===== src/rtl/display_scan_controller.sv =====
// Four-digit multiplexed display scanner with tear-free double-buffered updates.
// Define LZ_BLANK_EN to blank leading zeros (digit 0 always lit).
module display_scan_controller #(
    parameter int REFRESH_DIV = 100000
) (
    input  logic        clk,
    input  logic        reset,
    input  logic        disp_en,
    input  logic        upd_valid,
    input  logic [15:0] upd_data,
    output logic        upd_ready,
    output logic [1:0]  s,
    output logic [3:0]  an,
    output logic [3:0]  digit,
    output logic        frame_done
);

    localparam int CW = (REFRESH_DIV > 2) ? $clog2(REFRESH_DIV) : 1;
    localparam logic [CW-1:0] LAST = CW'(REFRESH_DIV - 1);

    typedef enum logic [1:0] {
        OFF  = 2'd0,
        SYNC = 2'd1,
        SCAN = 2'd2
    } state_t;

    state_t      state_q, state_d;
    logic [CW-1:0] cnt_q, cnt_d;
    logic [1:0]  s_q, s_d;
    logic [15:0] active_q, active_d;
    logic [15:0] shadow_q, shadow_d;
    logic        pending_q, pending_d;
    logic        tick;
    logic        hs;
    logic        xfer;

    always_ff @(posedge clk) begin
        if (!reset) begin
            state_q   <= OFF;
            cnt_q     <= '0;
            s_q       <= 2'd0;
            active_q  <= 16'h0000;
            shadow_q  <= 16'h0000;
            pending_q <= 1'b0;
        end else begin
            state_q   <= state_d;
            cnt_q     <= cnt_d;
            s_q       <= s_d;
            active_q  <= active_d;
            shadow_q  <= shadow_d;
            pending_q <= pending_d;
        end
    end

    always_comb begin
        state_d = state_q;
        cnt_d   = cnt_q;
        s_d     = s_q;
        tick    = (cnt_q == LAST);
        if (!disp_en) begin
            state_d = OFF;
            cnt_d   = '0;
            s_d     = 2'd0;
        end else begin
            unique case (state_q)
                OFF: begin
                    state_d = SYNC;
                    cnt_d   = '0;
                    s_d     = 2'd0;
                end
                SYNC: begin
                    cnt_d = tick ? '0 : cnt_q + 1'b1;
                    if (tick) state_d = SCAN;
                end
                SCAN: begin
                    cnt_d = tick ? '0 : cnt_q + 1'b1;
                    if (tick) s_d = s_q + 2'd1;
                end
                default: begin
                    state_d = OFF;
                    cnt_d   = '0;
                    s_d     = 2'd0;
                end
            endcase
        end
    end

    assign frame_done = (state_q == SCAN) && tick && (s_q == 2'd3);

    // Handshake needs pending clear, transfer needs it set: never both at once.
    always_comb begin
        hs        = upd_valid && !pending_q;
        xfer      = pending_q && (frame_done || (state_q != SCAN));
        active_d  = active_q;
        shadow_d  = shadow_q;
        pending_d = pending_q;
        if (hs) begin
            shadow_d  = upd_data;
            pending_d = 1'b1;
        end else if (xfer) begin
            active_d  = shadow_q;
            pending_d = 1'b0;
        end
    end

`ifdef LZ_BLANK_EN
    logic [3:0] lz;
    assign lz[0] = 1'b0;
    assign lz[1] = (active_q[15:4] == 12'h000);
    assign lz[2] = (active_q[15:8] == 8'h00);
    assign lz[3] = (active_q[15:12] == 4'h0);
`endif

    always_comb begin
        an = 4'b1111;
        if (state_q == SCAN) begin
            an = ~(4'b0001 << s_q);
`ifdef LZ_BLANK_EN
            if (lz[s_q]) an = 4'b1111;
`endif
        end
    end

    assign s         = s_q;
    assign digit     = active_q[{s_q, 2'b00} +: 4];
    assign upd_ready = !pending_q;

endmodule


===== config.mk =====
export PLATFORM = sky130hd
export DESIGN_NAME = display_scan_controller
export DESIGN_NICKNAME = d
export VERILOG_FILES = /design/src/rtl/display_scan_controller.sv
export SDC_FILE = /design/constraint.sdc
export NUM_CORES = 1
export LEC_CHECK = 0
export ABC_AREA = 1
export BUFFER_PORTS_ARGS = -buffer_cell sky130_fd_sc_hd__clkbuf_2
export CAP_MARGIN = 15
export CORE_AREA = 2 2 84 86
export DETAILED_ROUTE_END_ITERATION = 16
export DIE_AREA = 0 0 86 88
export GPL_TIMING_DRIVEN = 0
export PLACE_DENSITY = 0.65
export SLEW_MARGIN = 0
export SYNTH_ARGS = -nofsm -noshare
export SYNTH_HDL_FRONTEND = slang
export SYNTH_SLANG_ARGS = --single-unit

===== constraint.sdc =====
create_clock -name clk -period 2 [get_ports clk]
set_clock_uncertainty 0.05 [all_clocks]
set_input_delay 0.4 -clock clk [delete_from_list [all_inputs] [get_ports clk]]
set_output_delay 0.4 -clock clk [all_outputs]
set_load 0.01 [all_outputs]

* Yosys cells after proc, flatten, opt, wreduce, memory -nomap -nowiden
Cells that the tools add are included.
Widths: inputs -> output; s select.
** Storage, ports and cells
- Memory bits (read-only) :: 0
- Register bits after elaboration :: 54
- Memories kept :: 0
- Bits in writable memories :: 0
- Output and inout port bits :: 12
- Logic and storage cells :: 45
- Latch bits :: 0
- Bits of input ports :: 20
** Cells by class
- Shift-type cells :: 2
- Muxes and demuxes :: 7
- Equality and inequality tests :: 7
- Multipliers :: 0
- Div/mod/pow operators :: 0
- Reductions and logical operators :: 14
- Magnitude comparators :: 0
- Bitwise operators :: 7
- Add/sub/neg operators :: 2
** Operators by type and width (count)
- $add 17x1->17 const B :: 1
- $eq 17x17->1 const B :: 1
- $shiftx 16x5->4 :: 1
- $reduce_and 2->1 :: 4
- $ne 2x2->1 const B :: 3
- $not 1->1 :: 6
- $pmux 2 s3 :: 1
- $eq 2x2->1 const B :: 2
- $logic_and 1x1->1 :: 4
- $mux 2 :: 2
- $mux 4 :: 1
- $not 4->4 :: 1
- $pmux 2 s2 :: 1
- $reduce_or 4->1 :: 1
- $shl 1x2->4 const A :: 1
- $add 2x1->2 const B :: 1
- $eq 2x1->1 const B :: 1
- $logic_not 2->1 :: 1
- $mux 1 :: 2
- $reduce_bool 2->1 :: 1
- $reduce_or 2->1 :: 1
- $logic_not 1->1 :: 1
- $logic_or 1x1->1 :: 1

* Depth between registers and ports, before layout
- Depth after elaboration :: 7
- Depth in mapped cells :: 11
- Gate-level depth less buffers :: 10

* Least setup slack after synthesis
OpenSTA, ideal clock, no wires.
- Path kind :: register to output
- Start point :: register state_q[0]
- End point :: output port frame_done
- Path slack :: 0.394 ns
- Stages on the path, launching flop included :: 5
- Data arrival time :: 1.156 ns
- Required time :: 1.550 ns
- Buffers on the path :: 0
- Path through :: dfxtp_1 > inv_1 > ha_1 > nand2_1 > nor3_1
** Between the ends
- Cells in the longest elaborated chain, start to end :: 3
** Ends and longest elaborated chain
- start: declaration :: line 27 : state_t state_q, state_d;
- start signal: assignment :: line 46 : state_q <= state_d;
- $eq 2x2->1 :: line 88 : assign frame_done = (state_q == SCAN) && tick && (s_q == 2'd3);
- $logic_and 1x1->1 (2 in a row) :: line 88
- end: declaration :: line 15 : output logic frame_done
No other way between the ends.

* Worst setup path after layout
- Start point :: register cnt_q[0]
- End point :: output port frame_done
** Between the ends
- Cells in the longest elaborated chain, start to end :: 3
** Ends and longest elaborated chain
- start: declaration :: line 28 : logic [CW-1:0] cnt_q, cnt_d;
- start signal: assignment :: line 47 : cnt_q <= cnt_d;
- $eq 17x17->1 :: line 59 : tick = (cnt_q == LAST);
- $logic_and 1x1->1 (2 in a row) :: line 88
No other way between the ends.

==> tab_implementation.tex <==
\begin{tabular}{lr}
\hline
Metric & Value \\
\hline
\multicolumn{2}{l}{\textbf{Status}} \\
\quad Result of the run & finished, final reports clean \\
\multicolumn{2}{l}{\textbf{Yosys}} \\
\quad Main synth FF type & sky130\_fd\_sc\_hd\_\_dfxtp\_1 \\
\quad Register area share after synthesis & 0.418 \\
\quad Proportion of synthesized flip-flops having asynchronous set or reset & 0 \\
\quad Most repeated cell in the gate-level netlist after synthesis & sky130\_fd\_sc\_hd\_\_dfxtp\_1 \\
\quad Post-synth top cells & sky130\_fd\_sc\_hd\_\_dfxtp\_1, sky130\_fd\_sc\_hd\_\_nand2\_1, sky130\_fd\_sc\_hd\_\_a21oi\_1 \\
\quad Post-Synthesis Cell Area & 0.00258 mm2 \\
\quad Gate count after technology mapping & 348 \\
\quad Share of Yosys cell area claimed by the top area cell type & 0.418 \\
\quad Synth area leader & sky130\_fd\_sc\_hd\_\_dfxtp\_1 \\
\quad Mean cell area of the mapped netlist & 7.42 um2 \\
\quad Number of warnings printed during yosys synthesis & 0 \\
\quad Post-synth cell types & 30 \\
\quad Post-synthesis net count & 376 \\
\quad Flops \& latches, synth & 54 \\
\quad Area contributors post-synth & sky130\_fd\_sc\_hd\_\_dfxtp\_1, sky130\_fd\_sc\_hd\_\_a21oi\_1, sky130\_fd\_sc\_hd\_\_nand2\_1 \\
\quad Number of flops mapped to enable cells by yosys & 0 \\
\multicolumn{2}{l}{\textbf{Power and ir drop}} \\
\quad Net switching fraction of the power & 0.255 \\
\quad Sequential fraction of design power & 0.537 \\
\quad Internal power contribution & 0.00161 W \\
\quad Largest vdd supply drop & 0.356 mV \\
\quad Portion of total power attributed to the clock network & 0.347 \\
\quad Combinational power share & 0.117 \\
\quad Leakage dissipation & 1.22 nW \\
\quad Cell area power density & 722 mW/mm2 \\
\quad Net switching power & 0.000552 W \\
\multicolumn{2}{l}{\textbf{Route}} \\
\quad Post-detailed-route DRC marker count & 0 \\
\quad Drt pass-1 iters & 4 \\
\quad Routed wirelength normalized by instance count & 11.7 um \\
\quad Final wirelength & 5470 um \\
\quad Post-route antenna net violation count & 0 \\
\quad Total via count after detailed routing & 2279 \\
\quad Average via count per standard cell & 4.88 \\
\quad Starting DRT DRC Count & 116 \\
\multicolumn{2}{l}{\textbf{GRT}} \\
\quad Antenna violations before repair & 0 \\
\quad Wire length of the first global-routing pass & 9490 um \\
\quad Overflow left after global routing & 0 \\
\quad Largest net degree at the start of global routing & 18 \\
\quad Number of global-route vias before repair & 2121 \\
\quad All-Layer GR Usage & 0.157 \\
\multicolumn{2}{l}{\textbf{Worst setup path}} \\
\quad R2r worst-path depth & 9 \\
\quad Startpoint of the worst setup timing path & cnt\_q[0] \\
\quad Critical Path Source Type & flop \\
\quad Register-to-register path setup slack & 0.28 ns \\
\quad Arrival time reported for the critical path endpoint & 1.44 ns \\
\quad Crit path max-delay cell type & sky130\_fd\_sc\_hd\_\_dfxtp\_2 \\
\quad Max incr delay on CP & 0.37 ns \\
\quad Type of destination of the critical path & output port \\
\quad Critical Path Fanout Max & 4 \\
\quad CP required & 1.55 ns \\
\quad Kind of critical path & flop to output port \\
\quad Critical register-to-register path startpoint & cnt\_q[0] \\
\quad Sequence of cells on the critical path & ha\_4 -> nand2\_4 -> nor2\_4 -> nand3\_2 -> nor3\_2 -> buf\_2 \\
\quad RR Endpoint & cnt\_q[0] \\
\multicolumn{2}{l}{\textbf{Placed design}} \\
\quad Worst setup slack before clock tree synthesis & 0.173 ns \\
\quad Placed instance count & 459 \\
\quad HPWL after detailed placement & 4090 um \\
\quad Routability cong. & 0.841 \\
\quad Number of port buffers & 31 \\
\multicolumn{2}{l}{\textbf{Worst hold path}} \\
\quad Type of the tightest min-delay check & primary input to flop \\
\quad Hold Crit Depth & 3 \\
\quad Worst Hold End & state\_q[0] \\
\quad Start point of the worst min-delay path & disp\_en \\
\multicolumn{2}{l}{\textbf{Clock tree}} \\
\quad Cts bufs inserted & 5 \\
\quad Clk pin slew, worst setup/hold paths & 0.10 ns \\
\quad Count of hold buffers inserted by post-cts repair & 0 \\
\quad H-Tree Depth & 2 \\
\quad Clock tree sinks & 54 \\
\quad Root buffer selected by CTS & sky130\_fd\_sc\_hd\_\_clkbuf\_8 \\
\quad Clk\_lat worst skew & 0.32 ns \\
\quad Clock tree from TritonCTS & built \\
\quad Number of buffers on the longest clock path & 2 \\
\multicolumn{2}{l}{\textbf{Layout}} \\
\quad Number of antenna repair diodes & 0 \\
\quad Post-layout nets & 414 \\
\quad Area occupied by multi-input gates & 0.00126 mm2 \\
\quad Share of final-layout standard cells stronger than drive strength 1 & 0.196 \\
\quad Final cell utilization of the core & 0.452 \\
\quad Final standard cell count with taps included and fillers excluded & 467 \\
\quad \# fillers & 676 \\
\quad Area occupied by registers & 0.00108 mm2 \\
\quad Synthesis-to-layout area growth & 16.2\% \\
\multicolumn{2}{l}{\textbf{Floorplan}} \\
\quad Number of core rows & 30 \\
\quad Die Area & 0.00757 mm2 \\
\quad Io pins & 32 \\
\quad Core outline area & 0.00664 mm2 \\
\quad Vertical die dimension & 88 um \\
\quad Die W & 86 um \\
\quad Effective utilization at floorplan & 0.389 \\
\multicolumn{2}{l}{\textbf{Timing}} \\
\quad PnR worst setup slack & 0.111 ns \\
\quad Relative slew slack & 0.725 \\
\quad Worst hold slack after final layout & 0.263 ns \\
\quad Tmin final & 1.89 ns \\
\quad Number of hold violations in the final report & 0 \\
\quad Unrepaired setup endpoints after global routing & false \\
\quad Number of pins exceeding their max-slew limit in the final report & 0 \\
\quad Total of endpoints with negative setup slack in the final report & 0 \\
\quad Portion of the clock cycle consumed by the worst path in the final layout & 0.944 \\
\quad Post-Route Setup TNS & 0 ns \\
\quad Transition time at the pin with the least slew margin & 0.413 ns \\
\quad Max Clock Freq & 530 MHz \\
\multicolumn{2}{l}{\textbf{Run}} \\
\quad MaxCap Viol Count & 0 \\
\hline
\end{tabular}
## worst max-delay path: cells and delay by family (launching register included)
family                     cells  cell delay [ns]
adders and majority gates      1             0.15
buffers and inverters          1             0.15
DFF                            1             0.37
and+or+nand+nor                4             0.45
## registers in the layout, indices dropped and copies added (netlist names)
register   count
s              2
state_q        2
cnt_q         17
active_q      16
pending_q      1
shadow_q      16
## cell families (layout without fill, tap and decap cells)
group           Yosys count  count (layout)  synth area share
compound gates           76              76             0.149
xor+xnor                  6               6            0.0203
fa+ha+maj                 8               8            0.0387
buf+inv                  58              97             0.107
flops                    54              54             0.418
simple gates            146             146             0.266
## power groups by stage
stage	logic [W]	clock network, W	registers (W)
after floorplan	0.000181	0	0.00118
after global placement	0.000246	0	0.00118
after detailed placement	0.000252	0	0.00119
after CTS	0.000252	0.000775	0.00116
after global routing	0.000293	0.000822	0.00117
final	0.000252	0.000752	0.00116
## stage by stage
step	area (um2)	power, W
final	3000	0.00217
after global routing	3000	0.00228
after CTS	2970	0.00219
after detailed placement	2840	0.00144
after global placement	2840	0.00143
after floorplan	2580	0.00136
## routing by layer
layer,global-route usage,part of all wire,vias up
met5,0,0,-
met4,0.0577,0.013,0
met3,0.0405,0.044,7
met2,0.249,0.45,35
met1,0.206,0.49,1038
li1,-,-,1199
## layout by cell type (no fill, tap or decap), drive strengths merged
cell | Yosys | layout
dfxtp | 54 | 54
ha | 8 | 8
nor3 | 10 | 10
o22ai | 4 | 4
nor3b | 1 | 1
inv | 42 | 43
or2 | 2 | 2
clkbuf | 4 | 39
buf | 11 | 12
a21oi | 43 | 43
nand4 | 4 | 4
clkinvlp | 0 | 2
bufinv | 0 | 1
o21ai | 29 | 29
xor2 | 6 | 6
nor2 | 44 | 44
nand2 | 54 | 54
nand3 | 31 | 31
## worst max-delay path by stage
stage / endpoint / slack (ns) / cells past startpoint
floorplan: frame_done / 0.39 / 4
global placement: an[0] / 0.19 / 5
detailed placement: an[0] / 0.17 / 5
CTS: frame_done / 0.007 / 6
global route: frame_done / 0.01 / 5
finish: frame_done / 0.11 / 6
## area by class of cell
cell class / count / share of cell area
buffer: 15 / 0.0396
clock inverter: 3 / 0.0150
tap: 80 / 0.0333
timing repair buffer: 31 / 0.0517
sequential: 54 / 0.361
clock buffer: 5 / 0.0229
inverter: 43 / 0.0546
multi-input combinational: 236 / 0.421
## what timing repair did
item | 4_1_cts | 5_1_grt
gates cloned | 0 | 0
setup buffers | 0 | 0
endpoints found under the setup margin | 7 | 7
pin swaps | 0 | 1
gates resized for setup | 5 | 10
No activity file was read; power rests on OpenSTA's default activity.
